$ cat src/rtl/hrm_memory_ext.sv
// HRM floor-tile memory: synchronous-read RAM behind an address register, with
// internal BUMP+/BUMP- read-modify-write and a clear sequencer.
module hrm_memory_ext #(
    parameter int unsigned DATA_W         = 8,
    parameter int unsigned ADDR_W         = 5,
    parameter int unsigned DEPTH          = 32,
    parameter int unsigned CLEAR_ON_RESET = 1
) (
    input  logic              clk,
    input  logic              rst_n,
    input  logic [ADDR_W-1:0] ADDR,
    input  logic [DATA_W-1:0] R,
    input  logic              srcA,
    input  logic              wAR,
    input  logic              wM,
    input  logic              bump_inc,
    input  logic              bump_dec,
    input  logic              clr_start,
    output logic [DATA_W-1:0] M,
    output logic [ADDR_W-1:0] AR,
    output logic              busy,
    output logic              bump_done
);

    typedef enum logic [1:0] {
        S_IDLE    = 2'd0,
        S_CLEAR   = 2'd1,
        S_BUMP_RD = 2'd2,
        S_BUMP_WR = 2'd3
    } state_t;

    localparam state_t RST_STATE = (CLEAR_ON_RESET != 0) ? S_CLEAR : S_IDLE;

    logic [DATA_W-1:0] r_mem [DEPTH];

    state_t            r_state, w_state_nxt;
    logic [ADDR_W-1:0] r_ar, w_ar_nxt;
    logic [DATA_W-1:0] r_m, w_m_nxt;
    logic [ADDR_W-1:0] r_cnt, w_cnt_nxt;
    logic              r_op, w_op_nxt;
    logic              r_done, w_done_nxt;

    logic              w_we;
    logic [ADDR_W-1:0] w_waddr;
    logic [DATA_W-1:0] w_wdata;
    logic              w_m_clr;
    logic              w_ar_ok;
    logic [DATA_W-1:0] w_rd;

    // Tiles beyond DEPTH read as zero and swallow writes.
    assign w_ar_ok = (32'(r_ar) < DEPTH);
    assign w_rd    = w_ar_ok ? r_mem[r_ar] : '0;

    always_ff @(posedge clk or negedge rst_n) begin
        if (!rst_n) begin
            r_state <= RST_STATE;
        end else begin
            r_state <= w_state_nxt;
        end
    end

    always_comb begin
        w_state_nxt = r_state;
        w_ar_nxt    = r_ar;
        w_cnt_nxt   = r_cnt;
        w_op_nxt    = r_op;
        w_done_nxt  = 1'b0;
        w_we        = 1'b0;
        w_waddr     = r_ar;
        w_wdata     = R;
        w_m_clr     = 1'b0;
        w_m_nxt     = '0;

        case (r_state)
            S_IDLE: begin
                if (clr_start) begin
                    w_state_nxt = S_CLEAR;
                    w_cnt_nxt   = '0;
                end else if (bump_inc ^ bump_dec) begin
                    w_state_nxt = S_BUMP_RD;
                    w_op_nxt    = bump_dec;
                end else begin
                    // Write uses the old AR even when AR reloads on the same edge.
                    w_we = wM && w_ar_ok;
                    if (wAR) begin
                        w_ar_nxt = srcA ? r_m[ADDR_W-1:0] : ADDR;
                    end
                end
            end
            S_CLEAR: begin
                w_we      = 1'b1;
                w_waddr   = r_cnt;
                w_wdata   = '0;
                w_cnt_nxt = r_cnt + ADDR_W'(1);
                if (r_cnt == ADDR_W'(DEPTH - 1)) begin
                    w_state_nxt = S_IDLE;
                    w_m_clr     = 1'b1;
                end
            end
            S_BUMP_RD: begin
                w_state_nxt = S_BUMP_WR;
            end
            S_BUMP_WR: begin
                w_wdata     = r_op ? (r_m - DATA_W'(1)) : (r_m + DATA_W'(1));
                w_we        = w_ar_ok;
                w_done_nxt  = 1'b1;
                w_state_nxt = S_IDLE;
            end
            default: begin
                w_state_nxt = S_IDLE;
            end
        endcase

        if (w_m_clr) begin
            w_m_nxt = '0;
        end else if (w_we && (w_waddr == r_ar)) begin
            w_m_nxt = w_wdata;
        end else begin
            w_m_nxt = w_rd;
        end
    end

    always_ff @(posedge clk or negedge rst_n) begin
        if (!rst_n) begin
            r_ar   <= '0;
            r_m    <= '0;
            r_cnt  <= '0;
            r_op   <= 1'b0;
            r_done <= 1'b0;
        end else begin
            r_ar   <= w_ar_nxt;
            r_m    <= w_m_nxt;
            r_cnt  <= w_cnt_nxt;
            r_op   <= w_op_nxt;
            r_done <= w_done_nxt;
        end
    end

    // Tile storage has no reset; only the clear sequence zeroes it.
    always_ff @(posedge clk) begin
        if (w_we) begin
            r_mem[w_waddr] <= w_wdata;
        end
    end

    assign M         = r_m;
    assign AR        = r_ar;
    assign busy      = (r_state != S_IDLE);
    assign bump_done = r_done;

endmodule

$ cat config.mk
export PLATFORM = sky130hd
export DESIGN_NAME = hrm_memory_ext
export DESIGN_NICKNAME = d
export VERILOG_FILES = /design/src/rtl/hrm_memory_ext.sv
export SDC_FILE = /design/constraint.sdc
export NUM_CORES = 1
export LEC_CHECK = 0
export CAP_MARGIN = 20
export CORE_MARGIN = 10
export CORE_UTILIZATION = 40
export CTS_CLUSTER_SIZE = 8
export DETAILED_ROUTE_END_ITERATION = 7
export PLACE_DENSITY = 0.61
export SLEW_MARGIN = 20
export SYNTH_ARGS = -nofsm -noshare
export SYNTH_HDL_FRONTEND = slang
export SYNTH_SLANG_ARGS = --single-unit
$ cat constraint.sdc
create_clock -name clk -period 3.8 [get_ports clk]
set_clock_uncertainty 0.05 [all_clocks]
set_input_delay 0.76 -clock clk [delete_from_list [all_inputs] [get_ports clk]]
set_output_delay 0.76 -clock clk [all_outputs]
set_load 0.01 [all_outputs]
==> impl_metrics.json <==
{
  "max_stage_delay_ns": 0.97,
  "fin_crit_sh_pct": 79.44,
  "top_layer_used": "met4",
  "yosys_warnings": 0,
  "cts_sinks": 278,
  "num_rows": 61,
  "antenna_cells": 0,
  "sequentialPowerShare_pct": 39.9,
  "grt_pass1_wl_mm": 42.41,
  "vias_per_cell": 5.726,
  "reg2reg_from": "AR[1]$_DFFE_PN0P_",
  "crit_chain": "buf_4 -> mux4_2 -> a22oi_1 -> a21oi_1 -> nor3_1 -> a211oi_1",
  "rr_worst_depth": 6,
  "power.switching_w": 0.003809,
  "avgRoutedWirePerCell_um": 25.48,
  "max_slew_margin_pct": 29.78,
  "rsz0062_at_grt": "false",
  "synth_fp_nets": 661,
  "syn_to_final_growth_pct": 17.72,
  "finalSetupViolCount": 0,
  "insertion_delay_ns": 0.52,
  "path_class": "flop to flop",
  "synth_area_sq_um": 11470,
  "power_frac_clock_pct": 27.6,
  "cts-htree-levels": 2,
  "cts_setup_buffers": 0,
  "power_density_nw_per_um2": 836.9,
  "min_period_ns": 3.019,
  "dieArea_sq_um": 35850,
  "core_area_sq_um": 28010,
  "path_buf_inv": 1,
  "endpoint_kind": "flop",
  "power.leakage_nw": 4.514,
  "status": "completed",
  "drv_cap": 0,
  "critical_path_required_ns": 4.12,
  "wl_met1_mm": 12.27,
  "peakVddDrop_mv": 0.3184,
  "grt_pass1_vias": 6515,
  "ant_nets": 0,
  "firstDrtPassIters": 5,
  "path_clk_slew_ns": 0.05,
  "fin_setup_tns_ns": 0,
  "regToRegSetupSlack_ns": 0.78,
  "critPathLaunchType": "flop",
  "crit_path_top_delay_cell": "dfrtp_2",
  "min_path_type": "input port to asynchronous set/reset pin",
  "synth_cell_types": 50,
  "worst_pin_slew_ns": 1.046,
  "drc": 0,
  "hold_buffers": 0,
  "hold_viol_final": 0,
  "syn_inst": 631,
  "power.internal_w": 0.007491,
  "switching_share_pct": 33.71,
  "cts_tree": "yes",
  "slew_viol_final": 0,
  "n_fill_cell": 2320,
  "gr-total-overflow": 0,
  "worstReg2RegEnd": "M[7]$_DFF_PN0_",
  "root_buffer": "clkbuf_16",
  "utilization_pct": 48.20,
  "wl_met3_mm": 2.207,
  "cts_resized": 0,
  "die_h_um": 189.3,
  "finalNonFillerCells": 1103,
  "ios": 36,
  "antenna_found_initial": 0,
  "place_congestion": 0.8232,
  "layout-drive-gt1-share_pct": 21.79,
  "ys.flop_type": "edfxtp_1",
  "numCtsBuffers": 40,
  "cpLargestDelayFamily": "flip-flops",
  "post-dp-hpwl_mm": 17.68,
  "nets": 742,
  "die_x_um": 189.3,
  "comb_power_share_pct": 32.5,
  "critPathMaxFanout": 38,
  "grt.total_usage_pct": 15.68,
  "routed-wl-met2_mm": 13.09,
  "vias": 6316,
  "start_util_pct": 40.95,
  "synth_edf_count": 256,
  "avgSynthCellArea_sq_um": 18.18,
  "yosysSeqAreaShare_pct": 71.83,
  "synth_async_sr_flop_share_pct": 7.914,
  "clock_path_buffers": 3,
  "grt_start_max_net_pins": 39,
  "drt_wl_total_mm": 28.10,
  "crit_arrival_ns": 3.33,
  "placed_cells": 1048,
  "port_buffers": 35,
  "drt_iter0_drc": 670,
  "synth-seq-cells": 278,
  "max_clock_freq_mhz": 331.2
}
cells by family (layout without fill, tap and decap cells):
group	after synthesis	after routing	share of synthesized area [%]
compound gates	91	91	5.629
simple gates	124	124	4.865
mux	78	78	13.79
buf+inv	42	136	2.084
fa+ha+maj	9	9	1.047
xor+xnor	9	9	0.7528
flops	278	278	71.83
state kept, by name (all words and copies together) (netlist names):
name / flops
bump_done: 1
r_state: 2
M: 8
r_op: 1
r_cnt: 5
AR: 5
r_mem: 256
worst max-delay path by stage:
stage | start | end | slack, ns | cells after the start
detailed placement | bump_dec | r_mem[16][4]$_DFFE_PP_ | 0.57 | 6
finish | AR[1]$_DFFE_PN0P_ | M[7]$_DFF_PN0_ | 0.78 | 6
global route | AR[1]$_DFFE_PN0P_ | M[7]$_DFF_PN0_ | 0.60 | 6
floorplan | M[0]$_DFF_PN0_ | r_mem[0][4]$_DFFE_PP_ | 1.12 | 4
global placement | bump_dec | r_mem[16][0]$_DFFE_PP_ | 0.65 | 6
CTS | AR[1]$_DFFE_PN0P_ | AR[1] | 0.75 | 1
stage by stage:
| stage | setup WS (ns) | cell area, sq um | total power [W] | hold slack [ns] |
|---|---|---|---|---|
| after floorplan | 1.120 | 11470 | 0.006797 | 0.4144 |
| after global placement | 0.6544 | 12420 | 0.008125 | 0.4804 |
| after CTS | 0.7542 | 13510 | 0.01136 | 0.4931 |
| final | 0.7811 | 13500 | 0.01130 | 0.1560 |
| after global routing | 0.5980 | 13500 | 0.01181 | 0.1872 |
| after detailed placement | 0.5668 | 12420 | 0.008221 | 0.4810 |
cells in the final DEF (no fill, tap or decap), drive strengths merged, types with 8 or more instances in the layout:
cell | synthesis | layout
nand3 | 8 | 8
clkdlybuf4s50 | 0 | 34
a22oi | 28 | 28
nor2 | 47 | 47
inv | 7 | 8
mux4 | 64 | 64
nand2 | 31 | 31
ha | 8 | 8
mux2i | 14 | 14
clkbuf | 7 | 53
o21ai | 18 | 18
edfxtp | 256 | 256
dfrtp | 21 | 21
nor3 | 15 | 15
buf | 28 | 40
a21oi | 8 | 8
power by group through the flow:
stage	Clock (W)	Combinational, W	Sequential [W]
CTS	0.00318	0.00367	0.00451
global route	0.00332	0.00394	0.00455
floorplan	0	0.00249	0.00431
global placement	0	0.00358	0.00455
detailed placement	0	0.00367	0.00455
finish	0.00312	0.00367	0.00451
layer usage:
layer	up-vias	global-route usage, %
met5	-	0
met4	0	4.731
met3	46	3.859
met2	274	24.41
met1	3285	21.33
li1	2711	-
synth_stat cells (3+ instances only):
library cell / number / area, sq um
clkbuf_1: 7 / 26.28
mux2i_1: 14 / 140.1
buf_6: 3 / 33.78
o21ai_0: 14 / 70.07
buf_2: 16 / 80.08
and2_1: 3 / 18.77
nor3_1: 15 / 75.07
ha_1: 8 / 100.1
dfrtp_1: 21 / 525.5
buf_4: 6 / 45.04
a22oi_1: 28 / 210.2
xnor2_1: 6 / 52.55
nand2_1: 31 / 116.4
o22ai_1: 7 / 43.79
a211oi_1: 6 / 45.04
o21ai_1: 4 / 20.02
a21oi_1: 8 / 40.04
nor2_1: 47 / 176.4
edfxtp_1: 256 / 7687
mux4_2: 64 / 1441
nand3_1: 8 / 40.04
and3_1: 4 / 25.02
inv_1: 7 / 26.28
nor2b_1: 5 / 31.28
o2bb2ai_1: 3 / 26.28
nor3b_1: 4 / 30.03
a22o_1: 5 / 43.79
final cells by class:
type                    count  area (sq um)  area share [%]
clock buffers              53          1060           7.849
clock inverters             2         25.02          0.1853
inverters                   7         26.28          0.1946
multi-input cells         311          3010           22.30
flip-flops and latches    278          8244           61.06
well taps                 378         473.0           3.503
repair buffers             74         663.1           4.912
Power figures use the tool's default switching activity.
